$ cat config.mk
export PLATFORM = sky130hd
export DESIGN_NAME = iic_cfg_seq_flat
export DESIGN_NICKNAME = d
export VERILOG_FILES = /design/src/rtl/iic_pkg.sv /design/src/rtl/iic_cfg_seq_if.sv /design/src/rtl/iic_cfg_seq.sv /design/src/flat_wrapper.sv
export SDC_FILE = /design/constraint.sdc
export NUM_CORES = 1
export LEC_CHECK = 0
export CORE_MARGIN = 1
export CORE_UTILIZATION = 58
export CTS_CLUSTER_DIAMETER = 150
export DETAILED_ROUTE_END_ITERATION = 16
export PLACE_DENSITY_LB_ADDON = 0.08
export SETUP_SLACK_MARGIN = 0.1
export SLEW_MARGIN = 15
export SYNTH_ARGS = -nofsm -noshare
export SYNTH_HDL_FRONTEND = slang
export SYNTH_SLANG_ARGS = --single-unit
$ cat constraint.sdc
create_clock -name clk -period 11 [get_ports clk]
set_input_delay 2.2 -clock clk [delete_from_list [all_inputs] [get_ports clk]]
set_output_delay 2.2 -clock clk [all_outputs]
set_load 0.02 [all_outputs]
$ cat src/rtl/iic_pkg.sv
// rtl/iic_pkg.sv - shared constants and state encoding for the I2C register-init sequencer
package iic_pkg;

    // Table entry layout: {reg_addr, data}
    localparam int REG_AW  = 16;
    localparam int DATA_W  = 8;
    localparam int ENTRY_W = REG_AW + DATA_W;

    // Register addresses that are table control markers rather than writes
    localparam logic [REG_AW-1:0] END_MARK = 16'hFFFF;
    localparam logic [REG_AW-1:0] DLY_MARK = 16'hFFFE;

    // Watchdog trips once bit WDOG_W of the wait counter sets (2^20 cycles)
    localparam int WDOG_W = 20;

    typedef enum logic [11:0] {
        S_IDLE     = 12'h001,
        S_PWR_WAIT = 12'h002,
        S_FETCH    = 12'h004,
        S_DECODE   = 12'h008,
        S_GAP      = 12'h010,
        S_WR_REQ   = 12'h020,
        S_WR_WAIT  = 12'h040,
        S_RD_REQ   = 12'h080,
        S_RD_WAIT  = 12'h100,
        S_DELAY    = 12'h200,
        S_NEXT     = 12'h400,
        S_DONE     = 12'h800
    } state_t;

endpackage

$ cat src/rtl/iic_cfg_seq_if.sv
// rtl/iic_cfg_seq_if.sv - request/response bundle between the sequencer and the byte-level I2C controller
interface iic_cfg_seq_if;
    logic        w_req;
    logic        r_req;
    logic [7:0]  device_id;
    logic [15:0] reg_addr;
    logic        addr_mode;
    logic [15:0] w_num;
    logic [15:0] r_num;
    logic [7:0]  wr_data;
    logic        wr_done;
    logic        ack;
    logic        r_valid;
    logic [7:0]  rd_data;

    modport master (
        output w_req, r_req, device_id, reg_addr, addr_mode, w_num, r_num, wr_data,
        input  wr_done, ack, r_valid, rd_data
    );

    modport slave (
        input  w_req, r_req, device_id, reg_addr, addr_mode, w_num, r_num, wr_data,
        output wr_done, ack, r_valid, rd_data
    );
endinterface

$ cat src/rtl/iic_cfg_seq.sv
// rtl/iic_cfg_seq.sv - walks a register table and issues single-byte I2C writes with retry and optional verify
module iic_cfg_seq
    import iic_pkg::*;
#(
    parameter logic [7:0] DEVICE_ID = 8'h60,
    parameter bit         ADDR_MODE = 1'b1,
    parameter int         TBL_AW    = 8,
    parameter int         PWR_DLY   = 50000,
    parameter int         DLY_UNIT  = 50000,
    parameter int         MAX_RETRY = 3,
    parameter bit         VERIFY    = 1'b0
) (
    input  logic               clk,
    input  logic               rst,
    input  logic               start,
    output logic               busy,
    output logic               done,
    output logic               err,
    output logic [TBL_AW-1:0]  err_idx,
    output logic [TBL_AW-1:0]  tbl_addr,
    input  logic [ENTRY_W-1:0] tbl_data,
    iic_cfg_seq_if.master      bus
);

    state_t             state;
    logic [31:0]        cnt;        // power-up and delay-entry countdown
    logic [WDOG_W:0]    wdog;       // cycles spent waiting on the controller
    logic [7:0]         retry_cnt;
    logic               gap_cnt;
    logic               gap_rd;     // request to issue once the gap expires
    logic [DATA_W-1:0]  rd_byte;
    logic [DATA_W-1:0]  rd_cmp;
    logic [REG_AW-1:0]  ent_addr;
    logic [DATA_W-1:0]  ent_data;
    logic [31:0]        dly_prod;
    logic               xfer_fail;

    assign ent_addr = tbl_data[ENTRY_W-1:DATA_W];
    assign ent_data = tbl_data[DATA_W-1:0];
    assign dly_prod = 32'(ent_data) * 32'(DLY_UNIT);

    // A transfer fails on NACK, watchdog expiry, or a read-back that differs from the written byte
    always_comb begin
        rd_cmp    = bus.r_valid ? bus.rd_data : rd_byte;
        xfer_fail = 1'b0;
        if (state == S_WR_WAIT) begin
            xfer_fail = bus.wr_done ? bus.ack : wdog[WDOG_W];
        end else if (state == S_RD_WAIT) begin
            xfer_fail = bus.wr_done ? (bus.ack || (rd_cmp != bus.wr_data)) : wdog[WDOG_W];
        end
    end

    // Sequencer FSM; every output is registered and request pulses default low
    always_ff @(posedge clk) begin
        if (rst) begin
            state         <= S_IDLE;
            busy          <= 1'b0;
            done          <= 1'b0;
            err           <= 1'b0;
            err_idx       <= '0;
            tbl_addr      <= '0;
            cnt           <= '0;
            wdog          <= '0;
            retry_cnt     <= '0;
            gap_cnt       <= 1'b0;
            gap_rd        <= 1'b0;
            rd_byte       <= '0;
            bus.w_req     <= 1'b0;
            bus.r_req     <= 1'b0;
            bus.device_id <= '0;
            bus.reg_addr  <= '0;
            bus.addr_mode <= 1'b0;
            bus.w_num     <= '0;
            bus.r_num     <= '0;
            bus.wr_data   <= '0;
        end else begin
            bus.w_req     <= 1'b0;
            bus.r_req     <= 1'b0;
            done          <= 1'b0;
            bus.device_id <= DEVICE_ID;
            bus.addr_mode <= ADDR_MODE;
            bus.w_num     <= 16'd1;
            bus.r_num     <= 16'd1;
            if (state == S_RD_WAIT && bus.r_valid) begin
                rd_byte <= bus.rd_data;
            end
            if (xfer_fail) begin
                if (int'(retry_cnt) < MAX_RETRY) begin
                    retry_cnt <= retry_cnt + 8'd1;
                    gap_rd    <= 1'b0;
                    gap_cnt   <= 1'b0;
                    state     <= S_GAP;
                end else begin
                    err     <= 1'b1;
                    err_idx <= tbl_addr;
                    busy    <= 1'b0;
                    state   <= S_IDLE;
                end
            end else begin
                unique case (state)
                    S_IDLE: begin
                        if (start) begin
                            err       <= 1'b0;
                            busy      <= 1'b1;
                            tbl_addr  <= '0;
                            retry_cnt <= '0;
                            cnt       <= 32'(PWR_DLY);
                            state     <= S_PWR_WAIT;
                        end
                    end
                    S_PWR_WAIT: begin
                        if (cnt <= 32'd1) state <= S_FETCH;
                        else              cnt   <= cnt - 32'd1;
                    end
                    S_FETCH: state <= S_DECODE;
                    S_DECODE: begin
                        bus.reg_addr <= ent_addr;
                        bus.wr_data  <= ent_data;
                        if (ent_addr == END_MARK) begin
                            done  <= 1'b1;
                            state <= S_DONE;
                        end else if (ent_addr == DLY_MARK) begin
                            cnt   <= dly_prod;
                            state <= (dly_prod == 32'd0) ? S_NEXT : S_DELAY;
                        end else begin
                            gap_rd  <= 1'b0;
                            gap_cnt <= 1'b0;
                            state   <= S_GAP;
                        end
                    end
                    S_GAP: begin
                        if (!gap_cnt) begin
                            gap_cnt <= 1'b1;
                        end else if (gap_rd) begin
                            bus.r_req <= 1'b1;
                            state     <= S_RD_REQ;
                        end else begin
                            bus.w_req <= 1'b1;
                            state     <= S_WR_REQ;
                        end
                    end
                    S_WR_REQ: begin
                        wdog  <= '0;
                        state <= S_WR_WAIT;
                    end
                    S_WR_WAIT: begin
                        if (bus.wr_done) begin
                            if (VERIFY) begin
                                gap_rd  <= 1'b1;
                                gap_cnt <= 1'b0;
                                state   <= S_GAP;
                            end else begin
                                state <= S_NEXT;
                            end
                        end else begin
                            wdog <= wdog + (WDOG_W+1)'(1);
                        end
                    end
                    S_RD_REQ: begin
                        wdog  <= '0;
                        state <= S_RD_WAIT;
                    end
                    S_RD_WAIT: begin
                        if (bus.wr_done) state <= S_NEXT;
                        else             wdog  <= wdog + (WDOG_W+1)'(1);
                    end
                    S_DELAY: begin
                        if (cnt <= 32'd1) state <= S_NEXT;
                        else              cnt   <= cnt - 32'd1;
                    end
                    S_NEXT: begin
                        retry_cnt <= '0;
                        if (tbl_addr == '1) begin
                            done  <= 1'b1;
                            state <= S_DONE;
                        end else begin
                            tbl_addr <= tbl_addr + TBL_AW'(1);
                            state    <= S_FETCH;
                        end
                    end
                    S_DONE: begin
                        busy  <= 1'b0;
                        state <= S_IDLE;
                    end
                    default: state <= S_IDLE;
                endcase
            end
        end
    end

endmodule

$ cat src/flat_wrapper.sv
// flat-port wrapper written by rule: the top's interface ports become plain ports
module iic_cfg_seq_flat import iic_pkg::*;
#(
    parameter logic [7:0] DEVICE_ID = 8'h60,
    parameter bit         ADDR_MODE = 1'b1,
    parameter int         TBL_AW    = 8,
    parameter int         PWR_DLY   = 50000,
    parameter int         DLY_UNIT  = 50000,
    parameter int         MAX_RETRY = 3,
    parameter bit         VERIFY    = 1'b0
)
  (clk, rst, start, busy, done, err, err_idx, tbl_addr, tbl_data, bus_w_req, bus_r_req, bus_device_id, bus_reg_addr, bus_addr_mode, bus_w_num, bus_r_num, bus_wr_data, bus_wr_done, bus_ack, bus_r_valid, bus_rd_data);
  iic_cfg_seq_if bus_i ();
  input  logic clk;
  input  logic rst;
  input  logic start;
  output logic busy;
  output logic done;
  output logic err;
  output logic [TBL_AW-1:0] err_idx;
  output logic [TBL_AW-1:0] tbl_addr;
  input  logic [ENTRY_W-1:0] tbl_data;
  output wire logic [$bits(bus_i.w_req)-1:0] bus_w_req;
  output wire logic [$bits(bus_i.r_req)-1:0] bus_r_req;
  output wire logic [$bits(bus_i.device_id)-1:0] bus_device_id;
  output wire logic [$bits(bus_i.reg_addr)-1:0] bus_reg_addr;
  output wire logic [$bits(bus_i.addr_mode)-1:0] bus_addr_mode;
  output wire logic [$bits(bus_i.w_num)-1:0] bus_w_num;
  output wire logic [$bits(bus_i.r_num)-1:0] bus_r_num;
  output wire logic [$bits(bus_i.wr_data)-1:0] bus_wr_data;
  input wire logic [$bits(bus_i.wr_done)-1:0] bus_wr_done;
  input wire logic [$bits(bus_i.ack)-1:0] bus_ack;
  input wire logic [$bits(bus_i.r_valid)-1:0] bus_r_valid;
  input wire logic [$bits(bus_i.rd_data)-1:0] bus_rd_data;
  assign bus_w_req = bus_i.w_req;
  assign bus_r_req = bus_i.r_req;
  assign bus_device_id = bus_i.device_id;
  assign bus_reg_addr = bus_i.reg_addr;
  assign bus_addr_mode = bus_i.addr_mode;
  assign bus_w_num = bus_i.w_num;
  assign bus_r_num = bus_i.r_num;
  assign bus_wr_data = bus_i.wr_data;
  assign bus_i.wr_done = bus_wr_done;
  assign bus_i.ack = bus_ack;
  assign bus_i.r_valid = bus_r_valid;
  assign bus_i.rd_data = bus_rd_data;
  iic_cfg_seq #(.DEVICE_ID(DEVICE_ID), .ADDR_MODE(ADDR_MODE), .TBL_AW(TBL_AW), .PWR_DLY(PWR_DLY), .DLY_UNIT(DLY_UNIT), .MAX_RETRY(MAX_RETRY), .VERIFY(VERIFY)) u_core (.clk(clk), .rst(rst), .start(start), .busy(busy), .done(done), .err(err), .err_idx(err_idx), .tbl_addr(tbl_addr), .tbl_data(tbl_data), .bus(bus_i));
endmodule
== Word-level counts from Yosys, hierarchy flattened ==
Index checks and enable logic that the tools add are counted.
W data, S select, Z words.

* Eq/ne operators: 33
* Multiplexer cells: 54
* $mul: 1
* Bitwise operators: 4
* Add/subtract/negate cells: 4
* Reductions and logical operators: 28
* Order comparisons: 2

{| class="wikitable"
|+ Operators with widths
! kind !! number
|-
| $mux W32 || 4
|-
| $pmux W12 S10 || 1
|-
| $mux W12 || 9
|-
| $pmux W32 S3 || 1
|-
| $mux W8 || 6
|-
| $pmux W21 S2 || 1
|-
| $eq A16 B16 Y1 const B || 2
|-
| $le A32 B1 Y1 const B || 1
|-
| $logic_not A32 Y1 || 1
|-
| $pmux W8 S2 || 2
|-
| $sub A32 B1 Y32 const B || 1
|-
| $mux W1 || 23
|-
| $add A21 B1 Y21 const B || 1
|-
| $mux W21 || 1
|-
| $mul A8 B12 Y20 const B || 1
|-
| $add A8 B1 Y8 const B || 2
|-
| $ne A2 B2 Y1 const B || 7
|-
| $eq A12 B1 Y1 const B || 1
|-
| $eq A12 B10 Y1 const B || 1
|-
| $eq A12 B11 Y1 const B || 1
|-
| $eq A12 B12 Y1 const B || 1
|-
| $eq A12 B2 Y1 const B || 1
|-
| $eq A12 B3 Y1 const B || 1
|-
| $eq A12 B4 Y1 const B || 1
|-
| 27 further kinds || 55
|}

* Output and inout bits: 86
* Logic and storage cells: 145
* Register bits after elaboration: 137
* Input port bits: 38

== Logic depth before layout (Yosys ltp) ==
* Depth after elaboration: 8
* Depth in mapped cells: 16
* Mapped depth without buffers: 15

== Least setup slack after synthesis ==
No wires, ideal clock.

* Kind: input to register
* Start point: input tbl_data[6]
* End point: register u_core.state[10]
* Library setup time: 0.101 ns
* Setup slack: 4.889 ns
* Arrival time: 6.010 ns
* Stages on the path: 16
* Path buffers: 1
* Required time: 10.899 ns
* Path through: inv_1 -> ha_1 -> inv_1 -> ha_1 -> fa_1 -> fa_1 -> ha_1 -> clkbuf_1 -> a21o_1 -> a221oi_1 -> o21ai_0 -> xnor2_1 -> o311ai_0 -> a2111oi_0 -> nand4_1 -> o41ai_1

* Cells in the longest elaborated chain, start to end: 7

{| class="wikitable"
|+ Ends and longest elaborated chain
! element !! line !! text
|-
| from (decl) || flat_wrapper.sv:22 || <nowiki>input logic [ENTRY_W-1:0] tbl_data;</nowiki>
|-
| $mul A8 B12 Y20 || iic_cfg_seq.sv:40 || <nowiki>assign dly_prod = 32'(ent_data) * 32'(DLY_UNIT);</nowiki>
|-
| $logic_not A32 Y1 || iic_cfg_seq.sv:124 || <nowiki>state <= (dly_prod == 32'd0) ? S_NEXT : S_DELAY;</nowiki>
|-
| $mux W11 || iic_cfg_seq.sv:124 ||
|-
| $mux W12 || iic_cfg_seq.sv:122 || <nowiki>end else if (ent_addr == DLY_MARK) begin</nowiki>
|-
| $mux W12 || iic_cfg_seq.sv:119 || <nowiki>if (ent_addr == END_MARK) begin</nowiki>
|-
| $pmux W12 S10 || iic_cfg_seq.sv:100 || <nowiki>unique case (state)</nowiki>
|-
| $mux W12 || iic_cfg_seq.sv:87 || <nowiki>if (xfer_fail) begin</nowiki>
|-
| to (signal assigned) || iic_cfg_seq.sv:124 ||
|-
| to (decl) || iic_cfg_seq.sv:25 || <nowiki>state_t state;</nowiki>
|}

No other way between the ends.
A chain may end at the register's enable or synchronous reset.

== Worst setup path after layout ==
Same ends and word-level chain as after synthesis.

==> results.json <==
{
  "status": "finished clean",
  "clockBufferDepth": 2,
  "clk-insertion-delay-late_ns": 0.42,
  "grt_max_degree": 73,
  "final_util": 0.7108,
  "root_buffer": "clkbuf_16",
  "rsz0062_at_grt": "false",
  "tightestPinTransition_ns": 1.022,
  "hold_slack_ns": 0.4564,
  "switching_share": 0.3419,
  "port_buffers": 77,
  "clkSinkCount": 117,
  "first_global_vias": 6261,
  "synth_area_mm2": 0.007276,
  "internal_power_mw": 1.046,
  "async_reset_ff_frac": 0,
  "area_growth_pct": 18.33,
  "final_cells": 1127,
  "fin_crit_sh": 0.6314,
  "synth_cells": 890,
  "cp_max_fo": 7,
  "critPathMostFrequentCell": "ha_1",
  "slowest_stage": "clkdlybuf4s50_1",
  "gr-total-overflow": 0,
  "crit_chain": "clkdlybuf4s50_1 -> inv_1 -> ha_1 -> inv_1 -> ha_1 -> fa_1 -> fa_1 -> ha_1 -> a21o_1 -> a221oi_1 -> o21ai_0 -> xnor2_1 -> o311ai_0 -> a2111oi_0 -> nand4_1 -> o41ai_1",
  "ant_nets": 0,
  "power.density_cell_area_mw_per_mm2": 184.6,
  "nFillCells": 1010,
  "power_switching_mw": 0.5434,
  "drv_cap": 0,
  "htreeDepth": 4,
  "r2r_slack_ns": 7.46,
  "ys_ff_latch": 117,
  "initial_utilization": 0.6007,
  "combPwrFrac": 0.328,
  "num_vias": 6544,
  "grt_usage": 0.2791,
  "nets": 1056,
  "antennaDiodeCount": 0,
  "placementRows": 40,
  "cts_setup_buffers": 0,
  "gp_congestion": 0.8757,
  "synth_top_area_cell": "dfxtp_1",
  "hpwl_mm": 12.38,
  "via_per_inst": 5.807,
  "synth_cell_types": 67,
  "cts_tree": "yes",
  "tns_ns": 0,
  "cts-resized-gates": 0,
  "critPathMaxStageDelay_ns": 0.62,
  "hold_path_class": "reg -> reg",
  "layout-drive-gt1-share": 0.05318,
  "max_freq_ghz": 0.1440,
  "die_h_um": 114,
  "dieArea_mm2": 0.01300,
  "leakage_nw": 3.474,
  "critPathRequiredTime_ns": 11.32,
  "io_pins": 124,
  "critPathKind": "in -> reg",
  "syn_area_per_cell_um2": 8.175,
  "die_width_um": 114,
  "synthFlopType": "dfxtp_1",
  "yosys.area.top_type_share": 0.3219,
  "avgRoutedWirePerCell_um": 15.63,
  "startpoint_type": "primary input",
  "path_clk_slew_ns": 0.05,
  "yosysSeqAreaShare": 0.3219,
  "post-route-min-period_ns": 6.945,
  "drt_iter0_markers": 398,
  "dp_cells": 1097,
  "final_common_cell": "dfxtp_1",
  "antenna_found_initial": 0,
  "core_mm2": 0.01211,
  "drc": 0,
  "synth-warning-count": 0,
  "drt-pass1-iter-count": 5,
  "relSlewSlack": 0.3126,
  "synth_edf_count": 0,
  "drt_wl_total_mm": 17.62,
  "cts_made_buffers": 17,
  "worst_clock_skew_ns": 0.008865,
  "netlist_top_cells_area": "dfxtp_1, ha_1, nand2_1, nor2_1, a21oi_1",
  "seqPwrFrac": 0.295,
  "p_clk_frac": 0.377,
  "finalHoldViolCount": 0,
  "peakVddDrop_mv": 0.1344,
  "layout_common_cells": "dfxtp_1, nand2_1, nor2_1, clkdlybuf4s50_1, a21oi_1",
  "drv_slew": 0,
  "ctsHoldBuffers": 0,
  "grt_pass1_wl_mm": 29.11,
  "worst_ep_arrival_time_ns": 7.26,
  "setup_violations": 0,
  "crit_path_end_kind": "flip-flop"
}
[layer usage]
| metal | up-vias | share of wire | global-route usage | wire [um] |
|---|---|---|---|---|
| met1 | 3084 | 0.44 | 0.3523 | 7812 |
| met2 | 219 | 0.48 | 0.4610 | 8511 |
| met5 | - | 0 | 0 | 0 |
| met4 | 0 | 0.013 | 0.09610 | 227 |
| met3 | 24 | 0.061 | 0.07386 | 1067 |
| li1 | 3217 | - | - | - |
[final timing paths]
path,from,end,cells past startpoint
setup / recovery,tbl_data[6],u_core.state[10],16
hold / removal,u_core.bus.reg_addr[2],u_core.bus.reg_addr[2],2
setup reg to reg,u_core.state[1],u_core.state[10],7
hold reg to reg,u_core.bus.reg_addr[2],u_core.bus.reg_addr[2],2
[critical path, delay by kind of cell]
family          cells  cell delay (ns)
fa+ha+maj           5             1.93
xor+xnor            1             0.31
simple gates        1             0.26
buf+inv             3             0.74
compound gates      6             1.82
[synth_stat cells, types with 5 or more instances]
cell type	count
nand2_1	109
o21ai_0	40
xor2_1	33
fa_1	12
clkbuf_1	31
and3_1	16
dfxtp_1	117
nor2b_1	6
a31oi_1	6
nand3b_1	5
inv_1	21
nand2b_1	9
nand4_1	22
a21oi_1	68
xnor2_1	13
a211oi_1	5
or3_1	10
nor3_1	23
ha_1	58
mux2i_1	12
buf_4	41
nor2_1	95
or4_1	7
nor4_1	15
a22oi_1	11
nand3_1	25
[state kept, by name, indices dropped and copies added, names as in the netlist]
name and count:
u_core.bus.wr_data 8, u_core.cnt 32, u_core.err 1, u_core.done 1, u_core.bus.w_req 1, u_core.retry_cnt 8, u_core.bus.reg_addr 16, u_core.gap_cnt 1
u_core.bus.device_id 1, u_core.tbl_addr 8, u_core.state 10, u_core.err_idx 8, u_core.busy 1, u_core.wdog 21
[per-stage QoR]
stage,cell area [um^2],setup slack (ns),power (mW)
2_1_floorplan,7411,4.889,0.8786
3_3_place_gp,7974,3.673,0.9663
3_5_place_dp,7974,3.682,0.9829
4_1_cts,8610,4.063,1.589
5_1_grt,8610,3.654,1.677
6_report,8610,4.055,1.590
[kinds of logic after synthesis]
family          count (synthesis)  share of synthesized area
simple gates                  360                     0.2396
compound gates                182                     0.1568
flops                         117                     0.3219
buf+inv                       101                    0.07498
fa+ha+maj                      70                     0.1328
xor+xnor                       46                    0.05537
mux                            13                    0.01806
other cells                     1                  0.0005154
[power by group through the flow]
stage	clock network (mW)	logic [mW]	registers [mW]
2_1_floorplan	0	0.408	0.471
3_3_place_gp	0	0.491	0.475
3_5_place_dp	0	0.506	0.477
4_1_cts	0.606	0.514	0.468
5_1_grt	0.624	0.581	0.473
6_report	0.599	0.521	0.469
[cell type report]
class,instances,area (um^2),area share
Clock buffer,20,456.7,0.05304
Clock inverter,10,178.9,0.02078
Inverter,21,78.83,0.009156
Multi-Input combinational cell,708,4532,0.5264
Sequential cell,117,2342,0.2721
Tap cell,168,210.2,0.02442
Timing Repair Buffer,83,810.8,0.09417
No activity file was read; power rests on OpenSTA's default activity.
